`config.mk`:
```
export PLATFORM = sky130hd
export DESIGN_NAME = button_conditioner
export DESIGN_NICKNAME = d
export VERILOG_FILES = /design/src/rtl/btn_pkg.sv /design/src/rtl/btn_channel.sv /design/src/rtl/button_conditioner.sv
export SDC_FILE = /design/constraint.sdc
export NUM_CORES = 1
export LEC_CHECK = 0
export ABC_AREA = 1
export CAP_MARGIN = 25
export CORE_MARGIN = 10
export CORE_UTILIZATION = 45
export CTS_CLUSTER_DIAMETER = 200
export DETAILED_ROUTE_END_ITERATION = 8
export PLACE_DENSITY = 0.76
export SETUP_SLACK_MARGIN = 0.5
export SYNTH_ARGS = -nofsm -noshare
export SYNTH_HDL_FRONTEND = slang
export SYNTH_SLANG_ARGS = --single-unit
```
`constraint.sdc`:
```
create_clock -name clk -period 1.5 [get_ports clk]
set_input_delay 0.225 -clock clk [delete_from_list [all_inputs] [get_ports clk]]
set_output_delay 0.225 -clock clk [all_outputs]
set_load 0.01 [all_outputs]
```
`src/rtl/btn_pkg.sv`:
```
// ============================================================================
// Module      : btn_pkg
// Description : Shared debounce state encoding and default 125 MHz timing.
// Revision    : 1.0 - initial release
// ============================================================================
`default_nettype none

package btn_pkg;

  typedef enum logic {
    BTN_LOW  = 1'b0,
    BTN_HIGH = 1'b1
  } btn_state_e;

  // 62500 cycles at 125 MHz gives a 0.5 ms sample tick
  localparam int DEF_N_CH           = 4;
  localparam int DEF_SYNC_STAGES    = 2;
  localparam int DEF_SAMPLE_CNT_MAX = 62500;
  localparam int DEF_PULSE_CNT_MAX  = 10;
  localparam int DEF_HOLD_TICKS     = 1000;
  localparam int DEF_REPEAT_TICKS   = 200;

endpackage

`default_nettype wire

```
`src/rtl/btn_channel.sv`:
```
// ============================================================================
// Module      : btn_channel
// Description : One button lane: synchronizer, two-way debounce, edge pulses,
//               optional auto-repeat (BTN_AUTO_REPEAT_EN).
// Revision    : 1.0 - initial release
// ============================================================================
`default_nettype none

module btn_channel
  import btn_pkg::*;
#(
  parameter int SYNC_STAGES   = DEF_SYNC_STAGES,
  parameter int PULSE_CNT_MAX = DEF_PULSE_CNT_MAX
`ifdef BTN_AUTO_REPEAT_EN
  ,
  parameter int HOLD_TICKS    = DEF_HOLD_TICKS,
  parameter int REPEAT_TICKS  = DEF_REPEAT_TICKS
`endif
) (
  input  logic clk,
  input  logic rst,
  input  logic tick,
  input  logic btn_raw,
  output logic level,
  output logic rise,
  output logic fall,
  output logic rep
);

  localparam int CNT_W = $clog2(PULSE_CNT_MAX + 1);
  localparam logic [CNT_W-1:0] CNT_LAST = CNT_W'(PULSE_CNT_MAX);

  logic [SYNC_STAGES-1:0] sync_q, sync_d;
  btn_state_e             state_q, state_d;
  logic [CNT_W-1:0]       cnt_q, cnt_d, cnt_inc;
  logic                   prev_q, prev_d;
  logic                   rise_q, rise_d;
  logic                   fall_q, fall_d;
  logic                   sync_out;
  logic                   level_now;

  assign sync_out  = sync_q[SYNC_STAGES-1];
  assign level_now = (state_q == BTN_HIGH);
  assign cnt_inc   = cnt_q + CNT_W'(1);

  always_comb begin
    sync_d  = {sync_q[SYNC_STAGES-2:0], btn_raw};
    state_d = state_q;
    cnt_d   = cnt_q;
    if (tick) begin
      if (sync_out != level_now) begin
        if (cnt_inc == CNT_LAST) begin
          state_d = level_now ? BTN_LOW : BTN_HIGH;
          cnt_d   = '0;
        end else begin
          cnt_d   = cnt_inc;
        end
      end else begin
        cnt_d = '0;
      end
    end
    // Edges are taken from the registered level, so they trail it by a cycle
    prev_d = level_now;
    rise_d = level_now & ~prev_q;
    fall_d = ~level_now & prev_q;
  end

  always_ff @(posedge clk) begin
    if (rst) begin
      sync_q  <= '0;
      state_q <= BTN_LOW;
      cnt_q   <= '0;
      prev_q  <= 1'b0;
      rise_q  <= 1'b0;
      fall_q  <= 1'b0;
    end else begin
      sync_q  <= sync_d;
      state_q <= state_d;
      cnt_q   <= cnt_d;
      prev_q  <= prev_d;
      rise_q  <= rise_d;
      fall_q  <= fall_d;
    end
  end

  assign level = level_now;
  assign rise  = rise_q;
  assign fall  = fall_q;

`ifdef BTN_AUTO_REPEAT_EN
  localparam int HOLD_W = $clog2(HOLD_TICKS + 1);
  localparam logic [HOLD_W-1:0] HOLD_LAST   = HOLD_W'(HOLD_TICKS);
  localparam logic [HOLD_W-1:0] HOLD_RELOAD = HOLD_W'(HOLD_TICKS - REPEAT_TICKS);

  logic [HOLD_W-1:0] hold_q, hold_d, hold_inc;
  logic              rep_q, rep_d;

  assign hold_inc = hold_q + HOLD_W'(1);

  always_comb begin
    hold_d = hold_q;
    rep_d  = 1'b0;
    if (!level_now) begin
      hold_d = '0;
    end else if (tick) begin
      // Reload instead of wrapping so repeats keep coming while held
      if (hold_inc == HOLD_LAST) begin
        rep_d  = 1'b1;
        hold_d = HOLD_RELOAD;
      end else begin
        hold_d = hold_inc;
      end
    end
  end

  always_ff @(posedge clk) begin
    if (rst) begin
      hold_q <= '0;
      rep_q  <= 1'b0;
    end else begin
      hold_q <= hold_d;
      rep_q  <= rep_d;
    end
  end

  assign rep = rep_q;
`else
  assign rep = 1'b0;
`endif

endmodule

`default_nettype wire

```
`src/rtl/button_conditioner.sv`:
```
// ============================================================================
// Module      : button_conditioner
// Description : N-channel push-button front end with a shared sample tick.
//               Optional auto-repeat enabled by BTN_AUTO_REPEAT_EN.
// Revision    : 1.0 - initial release
// ============================================================================
`default_nettype none

module button_conditioner
  import btn_pkg::*;
#(
  parameter int N_CH           = DEF_N_CH,
  parameter int SYNC_STAGES    = DEF_SYNC_STAGES,
  parameter int SAMPLE_CNT_MAX = DEF_SAMPLE_CNT_MAX,
  parameter int PULSE_CNT_MAX  = DEF_PULSE_CNT_MAX,
  parameter int HOLD_TICKS     = DEF_HOLD_TICKS,
  parameter int REPEAT_TICKS   = DEF_REPEAT_TICKS
) (
  input  logic            clk,
  input  logic            rst,
  input  logic [N_CH-1:0] btn_in,
  output logic [N_CH-1:0] btn_level,
  output logic [N_CH-1:0] btn_rise,
  output logic [N_CH-1:0] btn_fall,
  output logic [N_CH-1:0] btn_rep
);

  localparam int TICK_W = $clog2(SAMPLE_CNT_MAX);
  localparam logic [TICK_W-1:0] TICK_LAST = TICK_W'(SAMPLE_CNT_MAX - 1);

  if (SYNC_STAGES < 2 || SAMPLE_CNT_MAX < 2 || PULSE_CNT_MAX < 1 ||
      HOLD_TICKS < 1 || REPEAT_TICKS < 1 || REPEAT_TICKS > HOLD_TICKS) begin : g_param_check
    $error("button_conditioner: illegal parameter combination");
  end

  logic [TICK_W-1:0] tick_cnt_q, tick_cnt_d;
  logic              tick;

  assign tick = (tick_cnt_q == TICK_LAST);

  always_comb begin
    tick_cnt_d = tick ? '0 : tick_cnt_q + TICK_W'(1);
  end

  always_ff @(posedge clk) begin
    if (rst) begin
      tick_cnt_q <= '0;
    end else begin
      tick_cnt_q <= tick_cnt_d;
    end
  end

  for (genvar i = 0; i < N_CH; i++) begin : g_ch
    btn_channel #(
      .SYNC_STAGES   (SYNC_STAGES),
      .PULSE_CNT_MAX (PULSE_CNT_MAX)
`ifdef BTN_AUTO_REPEAT_EN
      ,
      .HOLD_TICKS    (HOLD_TICKS),
      .REPEAT_TICKS  (REPEAT_TICKS)
`endif
    ) u_channel (
      .clk     (clk),
      .rst     (rst),
      .tick    (tick),
      .btn_raw (btn_in[i]),
      .level   (btn_level[i]),
      .rise    (btn_rise[i]),
      .fall    (btn_fall[i]),
      .rep     (btn_rep[i])
    );
  end

endmodule

`default_nettype wire
```
==> impl_metrics.py, run 1 <==
metrics = {
    "finish": {
        "nFillCells": 572,
        "seq_area_mm2": 0.00117,
        "finish.utilization": 0.555,
        "area_growth_pct": 21.2,
        "layout_commonest_cell": "nand2_1",
        "antenna_cells": 0,
        "multiInputGateArea_mm2": 0.00152,
        "nets": 465,
        "stdcell_count": 528,
        "drive_gt1_frac": 0.282,
        "most-common-layout-cells": "88 x nand2_1, 62 x nor2_1, 48 x inv_1",
    },
    "floorplan": {
        "initial_core_util": 0.458,
        "rows": 29,
        "io_pins": 22,
        "die-area_mm2": 0.00998,
        "fp.dieH_um": 99.9,
        "die_x_um": 99.9,
        "core_mm2": 0.00628,
    },
    "cts": {
        "clockRootBuffer": "clkbuf_8",
        "cts_tree": "yes",
        "numCtsBuffers": 5,
        "cts.sinks": 56,
        "clock_path_buffers": 2,
        "hold_buffers": 0,
        "htree_levels": 2,
        "clkTransAtPathRegs_ns": 0.10,
        "insertion_delay_ns": 0.32,
    },
    "pwr": {
        "power_density_mw_per_mm2": 716,
        "sw_frac_of_total": 0.246,
        "seqPwrFrac": 0.602,
        "p_total_mw": 2.49,
        "peakVddDrop_mv": 0.580,
        "leakagePower_nw": 1.43,
        "clkPwrFrac": 0.346,
        "p_sw_uw": 612,
        "p_comb_frac": 0.052,
        "p_int_mw": 1.88,
    },
    "place": {
        "io_buffers": 17,
        "place_inst": 510,
        "place_congestion": 0.930,
        "dp_hpwl_um": 4610,
    },
    "detailed_routing": {
        "drt-vias-per-instance": 4.93,
        "routed_wl_um": 6380,
        "wl_per_cell_um": 12.1,
        "vias": 2605,
        "ant_nets": 0,
        "dr.pass1.iters": 4,
        "first_iter_violations": 100,
        "drc_errors": 0,
    },
    "sta": {
        "fin_crit_sh": 0.901,
        "fin_setup_tns_ns": 0,
        "fin_skew_ns": 0.00629,
        "holdWs_ns": 0.410,
        "rsz0062_at_grt": "yes",
        "max_freq_mhz": 740,
        "maxSlewViolCount": 0,
        "hold_violations": 0,
        "period_needed_ns": 1.35,
        "setup_viol": 0,
    },
    "worst_setup_path": {
        "required_ns": 1.71,
        "cp.arrival_ns": 1.57,
        "startpoint_type": "flip-flop",
        "path_max_fanout": 15,
        "endpoint_kind": "flip-flop",
        "path_class": "flip-flop to flip-flop",
    },
    "synth": {
        "yosysWarnings": 0,
        "seq_area_frac_synth": 0.390,
        "synth_cells": 421,
        "ys_seq_elements": 56,
        "synthDistinctLibCells": 27,
        "syn_avg_cell_area_um2": 6.83,
        "syn_area_mm2": 0.00287,
    },
    "global_routing": {
        "antenna_found_initial": 0,
        "grt_max_degree": 19,
        "grt_pass1_vias": 2531,
        "grt.total_usage": 0.130,
        "grt-ovfl-total": 0,
        "grt_pass1_wl_um": 11100,
    },
    "worst_hold_path": {
        "hold_class": "flip-flop to flip-flop",
    },
    "run": {
        "cap_violations": 0,
    },
    "status": {
        "status": "completed",
    },
}
[final timing paths]
kind                                     startpoint                                endpoint  slack (ns)  cells past startpoint
min          g_ch[2].u_channel.sync_q[0]$_SDFF_PP0_  g_ch[2].u_channel.sync_q[1]$_SDFF_PP0_        0.41                      2
min reg2reg  g_ch[2].u_channel.sync_q[0]$_SDFF_PP0_  g_ch[2].u_channel.sync_q[1]$_SDFF_PP0_        0.41                      2
max reg2reg                tick_cnt_q[1]$_SDFF_PP0_                tick_cnt_q[5]$_SDFF_PP0_        0.15                      9
max                        tick_cnt_q[1]$_SDFF_PP0_                tick_cnt_q[5]$_SDFF_PP0_        0.15                      9
[metal layers]
layer / GRT usage / wire length, um
met1: 0.160 / 2860
met2: 0.218 / 3180
met3: 0.0247 / 243
met4: 0.0518 / 102
met5: 0 / 0
[power groups by stage]
stage / clock, mW / combinational [mW] / sequential, mW
floorplan: 0 / 0.0792 / 1.54
global placement: 0 / 0.106 / 1.54
detailed placement: 0 / 0.109 / 1.55
CTS: 0.873 / 0.126 / 1.51
global route: 0.916 / 0.146 / 1.50
finish: 0.863 / 0.130 / 1.50
[cells in the mapped netlist]
cell type,n,area (um^2)
nand2_1,92,345
nor2_1,75,282
dfxtp_1,56,1120
inv_1,52,195
nand3_1,32,160
buf_4,17,128
a21oi_1,16,80.1
nand4_1,14,87.6
ha_1,9,113
nor3_1,8,40.0
o21ai_0,7,35.0
inv_2,6,22.5
nor2_2,6,37.5
o21ai_1,5,25.0
buf_2,4,20.0
xnor2_1,4,35.0
a21oi_2,3,26.3
xor2_1,3,26.3
buf_6,2,22.5
nand2_2,2,12.5
nor2_4,2,22.5
clkbuf_1,1,3.75
clkinv_1,1,3.75
conb_1,1,3.75
nand2_4,1,11.3
nand3b_1,1,7.51
nor3b_1,1,7.51
[per-stage QoR]
stage	worst slack [ns]	instance area (um^2)
finish	0.148	3480
global route	0.0345	3480
CTS	0.161	3400
detailed placement	0.0714	3190
global placement	0.0620	3190
floorplan	0.288	2970
[registers in the layout, indices dropped and copies added, names as in the netlist]
signal / cells
g_ch.u_channel.fall: 4
g_ch.u_channel.level: 4
tick_cnt_q: 16
g_ch.u_channel.prev_q: 4
g_ch.u_channel.cnt_q: 16
g_ch.u_channel.rise: 4
g_ch.u_channel.sync_q: 8
[logic make-up after synthesis]
| kind of cell | synth area share |
|---|---|
| xor gates and xnor gates | 0.0213 |
| adders and majority gates | 0.0392 |
| AOI/OAI and AO/OA | 0.0579 |
| DFF | 0.390 |
| and+or+nand+nor | 0.353 |
| other | 0.00130 |
| buffers and inverters | 0.138 |
[layout make-up]
type | count | area share
clock inverters | 3 | 0.00647
inverters | 59 | 0.0643
multi-input cells | 285 | 0.436
well taps | 77 | 0.0277
flip-flops and latches | 56 | 0.336
clock buffers | 5 | 0.0198
repair buffers | 43 | 0.110
[what timing repair did]
item                       in CTS  in global routing
setup endpoints to repair      50                 50
pin swaps                       9                  3
gates resized for setup        80                 33
buffers inserted               10                  0
[critical path, cell delays in order (launching register included)]
cell and delay [ns]:
dfxtp_2 0.37, ha_4 0.15, inv_2 0.04, nor2_2 0.09
nand2_1 0.07, nor2_2 0.09, nand2_2 0.11, nand2_4 0.13
buf_12 0.15, nor2_1 0.05
Power figures use the tool's default switching activity.
==> run 2: changes to the inputs <==
--- a/config.mk
+++ b/config.mk
@@ -7,7 +7,7 @@
 export LEC_CHECK = 0
 export ABC_AREA = 1
 export CAP_MARGIN = 25
-export CORE_MARGIN = 10
+export CORE_MARGIN = 2
 export CORE_UTILIZATION = 45
 export CTS_CLUSTER_DIAMETER = 200
 export DETAILED_ROUTE_END_ITERATION = 8
==> impl_metrics.py, run 2 (synthesis results as in run 1) <==
metrics = {
    "worst_hold_path": {
        "holdPathStages": 2,
        "hold_start": "g_ch[2].u_channel.sync_q[0]$_SDFF_PP0_",
        "min_to": "g_ch[2].u_channel.sync_q[1]$_SDFF_PP0_",
        "hold_class": "flip-flop to flip-flop",
    },
    "worst_setup_path": {
        "startpoint_type": "flip-flop",
        "slowest_stage": "dfxtp_2",
        "cp_common_cell": "nand2_4",
        "crit_path_max_incr_delay_ns": 0.36,
        "cp.arrival_ns": 1.58,
        "r2r-start": "tick_cnt_q[1]$_SDFF_PP0_",
        "crit_path_cell_trace": "ha_4 > inv_2 > nor2_1 > nand2_1 > nor2_2 > nand2_4 > nand2_4 > buf_12 > a21oi_1",
        "r2r_slack_ns": 0.13,
        "endpoint_kind": "flip-flop",
        "critical_path_buf_inv_count": 2,
        "required_ns": 1.70,
        "path_class": "flip-flop to flip-flop",
        "reg2reg_depth": 9,
        "path_max_fanout": 15,
        "rr_endpoint": "tick_cnt_q[11]$_SDFF_PP0_",
        "crit_family": "simple AND/OR/NAND/NOR gates",
    },
    "pwr": {
        "p_comb_frac": 0.048,
        "seqPwrFrac": 0.598,
        "sw_frac_of_total": 0.244,
        "p_int_mw": 1.89,
        "clkPwrFrac": 0.354,
        "peakVddDrop_mv": 0.767,
        "p_total_mw": 2.50,
        "power_density_mw_per_mm2": 720,
        "leakagePower_nw": 1.44,
        "p_sw_uw": 612,
    },
    "floorplan": {
        "die-area_mm2": 0.00704,
        "io_pins": 22,
        "initial_core_util": 0.458,
        "fp.dieH_um": 83.9,
        "die_x_um": 83.9,
        "rows": 29,
        "core_mm2": 0.00628,
    },
    "place": {
        "place_congestion": 0.908,
        "io_buffers": 17,
        "place_inst": 509,
        "dp_hpwl_um": 4120,
    },
    "finish": {
        "multiInputGateArea_mm2": 0.00151,
        "nFillCells": 550,
        "area_growth_pct": 21.1,
        "nets": 464,
        "seq_area_mm2": 0.00118,
        "most-common-layout-cells": "86 x nand2_1, 67 x nor2_1, 48 x inv_1",
        "layout_commonest_cell": "nand2_1",
        "reg_top3": "g_ch.u_channel.cnt_q x16, tick_cnt_q x16, g_ch.u_channel.sync_q x8",
        "antenna_cells": 0,
        "finish.utilization": 0.555,
        "stdcell_count": 527,
        "drive_gt1_frac": 0.280,
    },
    "sta": {
        "fin_skew_ns": 0.00913,
        "setup_viol": 0,
        "rsz0062_at_grt": "yes",
        "maxSlewViolCount": 0,
        "hold_violations": 0,
        "period_needed_ns": 1.37,
        "fin_crit_sh": 0.916,
        "fin_setup_tns_ns": 0,
        "max_freq_mhz": 728,
    },
    "detailed_routing": {
        "vias": 2594,
        "ant_nets": 0,
        "drc_errors": 0,
        "first_iter_violations": 136,
        "dr.pass1.iters": 4,
        "drt-vias-per-instance": 4.92,
        "routed_wl_um": 5800,
        "wl_per_cell_um": 11.0,
    },
    "global_routing": {
        "grt_max_degree": 21,
        "grt.total_usage": 0.175,
        "grt_pass1_vias": 2330,
        "grt-ovfl-total": 0,
        "grt_pass1_wl_um": 10200,
        "antenna_found_initial": 0,
    },
    "cts": {
        "clock_path_buffers": 2,
        "clockRootBuffer": "clkbuf_8",
        "clkTransAtPathRegs_ns": 0.11,
        "numCtsBuffers": 5,
        "htree_levels": 2,
        "cts_tree": "yes",
        "insertion_delay_ns": 0.31,
        "cts.sinks": 56,
        "hold_buffers": 0,
    },
    "run": {
        "cap_violations": 0,
    },
    "status": {
        "status": "completed",
    },
}
==> run 2: cell count changes in the layout (fill, tap and decap cells not counted), moves of 3 or more <==
cell and change:
nor2_1 +5, nand3_1 -4, nand3_2 +4, nor2_4 -3
==> run 2: power groups by stage <==
stage	logic, mW	clock network (mW)	registers [mW]
final	0.120	0.886	1.50
after global routing	0.132	0.986	1.50
after CTS	0.117	0.915	1.51
after detailed placement	0.108	0	1.55
after global placement	0.104	0	1.54
after floorplan	0.0792	0	1.54
==> run 2: worst max-delay path by stage <==
| stage | slack (ns) | depth (start not counted) | start | to |
|---|---|---|---|---|
| final | 0.13 | 9 | tick_cnt_q[1]$_SDFF_PP0_ | tick_cnt_q[11]$_SDFF_PP0_ |
| after floorplan | 0.29 | 10 | tick_cnt_q[1]$_SDFF_PP0_ | g_ch[0].u_channel.cnt_q[0]$_SDFFE_PP0N_ |
| after global placement | 0.09 | 9 | tick_cnt_q[0]$_SDFF_PP0_ | g_ch[1].u_channel.level$_SDFFE_PP0P_ |
| after detailed placement | 0.06 | 9 | tick_cnt_q[0]$_SDFF_PP0_ | g_ch[1].u_channel.level$_SDFFE_PP0P_ |
| after global routing | 0.06 | 9 | tick_cnt_q[1]$_SDFF_PP0_ | tick_cnt_q[11]$_SDFF_PP0_ |
| after CTS | 0.12 | 10 | tick_cnt_q[0]$_SDFF_PP0_ | g_ch[1].u_channel.cnt_q[0]$_SDFFE_PP0N_ |
==> run 2: layout make-up <==
type                            count  area share
Clock inverter                      3     0.00827
Multi-Input combinational cell    285       0.433
Clock buffer                        5      0.0198
Sequential cell                    56       0.338
Inverter                           59      0.0651
Timing Repair Buffer               42       0.108
Tap cell                           77      0.0277
==> run 2: per-stage QoR <==
stage | area [um^2] | setup slack [ns] | hold slack (ns)
after detailed placement | 3190 | 0.0597 | 0.398
final | 3480 | 0.126 | 0.413
after global placement | 3190 | 0.0910 | 0.392
after global routing | 3480 | 0.0606 | 0.402
after CTS | 3380 | 0.122 | 0.409
after floorplan | 2970 | 0.288 | 0.332
==> run 2: worst reg2reg max path, stage by stage, from the launching register on <==
cell and delay (ns):
dfxtp_2 0.36, ha_4 0.15, inv_2 0.04, nor2_1 0.08, nand2_1 0.08, nor2_2 0.13
nand2_4 0.10, nand2_4 0.13, buf_12 0.15, a21oi_1 0.05
==> run 2: repair_timing <==
action / 4_1_cts / 5_1_grt
endpoints found under the hold margin: 0 / 0
resized for setup: 71 / 39
pin swaps: 5 / 10
setup buffers: 10 / 0
endpoints found under the setup margin: 48 / 49
==> run 2: routing by layer <==
layer | routed length (um) | GRT usage
met1 | 2670 | 0.222
met3 | 218 | 0.0346
met4 | 84 | 0.0645
met2 | 2830 | 0.292
met5 | 0 | 0
==> run 3: changes to the inputs <==
--- a/config.mk
+++ b/config.mk
@@ -11,7 +11,7 @@
 export CORE_UTILIZATION = 45
 export CTS_CLUSTER_DIAMETER = 200
 export DETAILED_ROUTE_END_ITERATION = 8
-export PLACE_DENSITY = 0.76
+export PLACE_DENSITY = 0.67
 export SETUP_SLACK_MARGIN = 0.5
 export SYNTH_ARGS = -nofsm -noshare
 export SYNTH_HDL_FRONTEND = slang
==> impl_metrics.py, run 3 (synthesis results as in run 1) <==
metrics = {
    "floorplan": {
        "die_x_um": 83.9,
        "die-area_mm2": 0.00704,
        "rows": 29,
        "io_pins": 22,
        "fp.dieH_um": 83.9,
        "core_mm2": 0.00628,
        "initial_core_util": 0.458,
    },
    "sta": {
        "fin_setup_tns_ns": 0,
        "fin_skew_ns": 0.00588,
        "maxSlewViolCount": 0,
        "hold_violations": 0,
        "rsz0062_at_grt": "yes",
        "max_freq_mhz": 728,
        "fin_crit_sh": 0.916,
        "period_needed_ns": 1.37,
        "setup_viol": 0,
    },
    "global_routing": {
        "antenna_found_initial": 0,
        "grt_pass1_vias": 2375,
        "grt_max_degree": 18,
        "grt_pass1_wl_um": 10000,
        "grt.total_usage": 0.172,
        "grt-ovfl-total": 0,
    },
    "detailed_routing": {
        "dr.pass1.iters": 4,
        "routed_wl_um": 5800,
        "vias": 2562,
        "wl_per_cell_um": 11.1,
        "ant_nets": 0,
        "drc_errors": 0,
        "drt-vias-per-instance": 4.91,
        "first_iter_violations": 121,
    },
    "status": {
        "status": "completed",
    },
    "place": {
        "place_congestion": 0.851,
        "io_buffers": 17,
        "dpl_cell_area_mm2": 0.00318,
        "dp_hpwl_um": 4230,
    },
    "finish": {
        "nets": 459,
        "drive_gt1_frac": 0.229,
        "antenna_cells": 0,
        "finish.utilization": 0.546,
        "most-common-layout-cells": "88 x nand2_1, 69 x nor2_1, 50 x inv_1",
        "area_growth_pct": 19.2,
        "layout_commonest_cell": "nand2_1",
        "reg_top3": "g_ch.u_channel.cnt_q x16, tick_cnt_q x16, g_ch.u_channel.sync_q x8",
        "fin_area_mm2": 0.00343,
    },
    "pwr": {
        "p_int_mw": 2.05,
        "p_comb_frac": 0.047,
        "clkPwrFrac": 0.380,
        "seqPwrFrac": 0.573,
        "power_density_mw_per_mm2": 763,
        "peakVddDrop_mv": 0.445,
        "p_sw_uw": 567,
        "leakagePower_nw": 1.40,
        "sw_frac_of_total": 0.217,
    },
    "cts": {
        "cts.sinks": 56,
        "hold_buffers": 0,
        "clkTransAtPathRegs_ns": 0.10,
        "clockRootBuffer": "clkbuf_8",
        "numCtsBuffers": 5,
        "htree_levels": 2,
        "cts_tree": "yes",
        "insertion_delay_ns": 0.31,
        "clock_path_buffers": 2,
    },
    "worst_setup_path": {
        "path_class": "flip-flop to flip-flop",
        "crit_path_cell_trace": "ha_4 > inv_2 > nor2_1 > nand2_1 > nor2_2 > nand2_2 > nand2_4 > buf_12 > a21oi_1",
        "endpoint_kind": "flip-flop",
        "startpoint_type": "flip-flop",
        "path_max_fanout": 15,
        "crit_path_max_incr_delay_ns": 0.38,
        "crit_family": "simple AND/OR/NAND/NOR gates",
        "critical_path_buf_inv_count": 2,
        "slowest_stage": "dfxtp_4",
        "cp.arrival_ns": 1.58,
        "required_ns": 1.70,
    },
    "run": {
        "cap_violations": 0,
    },
    "worst_hold_path": {
        "hold_class": "flip-flop to flip-flop",
    },
}
-- run 3: cell count changes in the layout (fill, tap and decap cells not counted), sizes merged --
cell,before,now
buf,36,32
inv,62,59
bufinv,0,1
clkinv,0,1
-- run 3: what timing repair did --
action | in CTS | in global routing
pin swaps | 3 | 3
setup buffers | 8 | 1
cloned | 0 | 0
resized for setup | 67 | 21
setup endpoints to repair | 52 | 48
-- run 3: final cells by class --
class	instances	area, um^2
clock buffer	6	72.6
inverter	59	225
multi-input combinational	285	1480
sequential	56	1170
clock inverter	2	38.8
tap	77	96.3
timing repair buffer	37	343
fill	603	2850
-- run 3: power groups by stage --
stage	Clock [mW]	Combinational [mW]	Sequential (mW)
detailed placement	0	0.111	1.55
CTS	1.02	0.120	1.50
finish	0.994	0.122	1.50
global placement	0	0.109	1.55
floorplan	0	0.0792	1.54
global route	1.09	0.135	1.50
-- run 3: tightest hold or removal path: cells and delay by family (launching register included) --
kind | cells | cell delay, ns
buffers and inverters | 1 | 0.04
and+or+nand+nor | 1 | 0.03
DFF | 1 | 0.31
-- run 3: final timing paths --
path / startpoint / end / slack (ns) / depth (start not counted)
min reg2reg: g_ch[2].u_channel.sync_q[0]$_SDFF_PP0_ / g_ch[2].u_channel.sync_q[1]$_SDFF_PP0_ / 0.41 / 2
min: g_ch[2].u_channel.sync_q[0]$_SDFF_PP0_ / g_ch[2].u_channel.sync_q[1]$_SDFF_PP0_ / 0.41 / 2
max: tick_cnt_q[0]$_SDFF_PP0_ / tick_cnt_q[2]$_SDFF_PP0_ / 0.13 / 9
max reg2reg: tick_cnt_q[0]$_SDFF_PP0_ / tick_cnt_q[2]$_SDFF_PP0_ / 0.13 / 9
-- run 3: metrics by stage --
step	hold slack (ns)	setup WS [ns]	instances	total power [mW]
after floorplan	0.332	0.288	424	1.62
after CTS	0.406	0.123	521	2.65
final	0.405	0.127	522	2.61
after detailed placement	0.392	0.0715	505	1.66
after global placement	0.396	0.0901	505	1.65
after global routing	0.419	0.0247	522	2.73
-- run 3: per-layer routing --
layer,GRT usage,part of all wire
met3,0.0356,0.038
met1,0.211,0.48
met5,0,0
met2,0.299,0.46
met4,0.0616,0.020
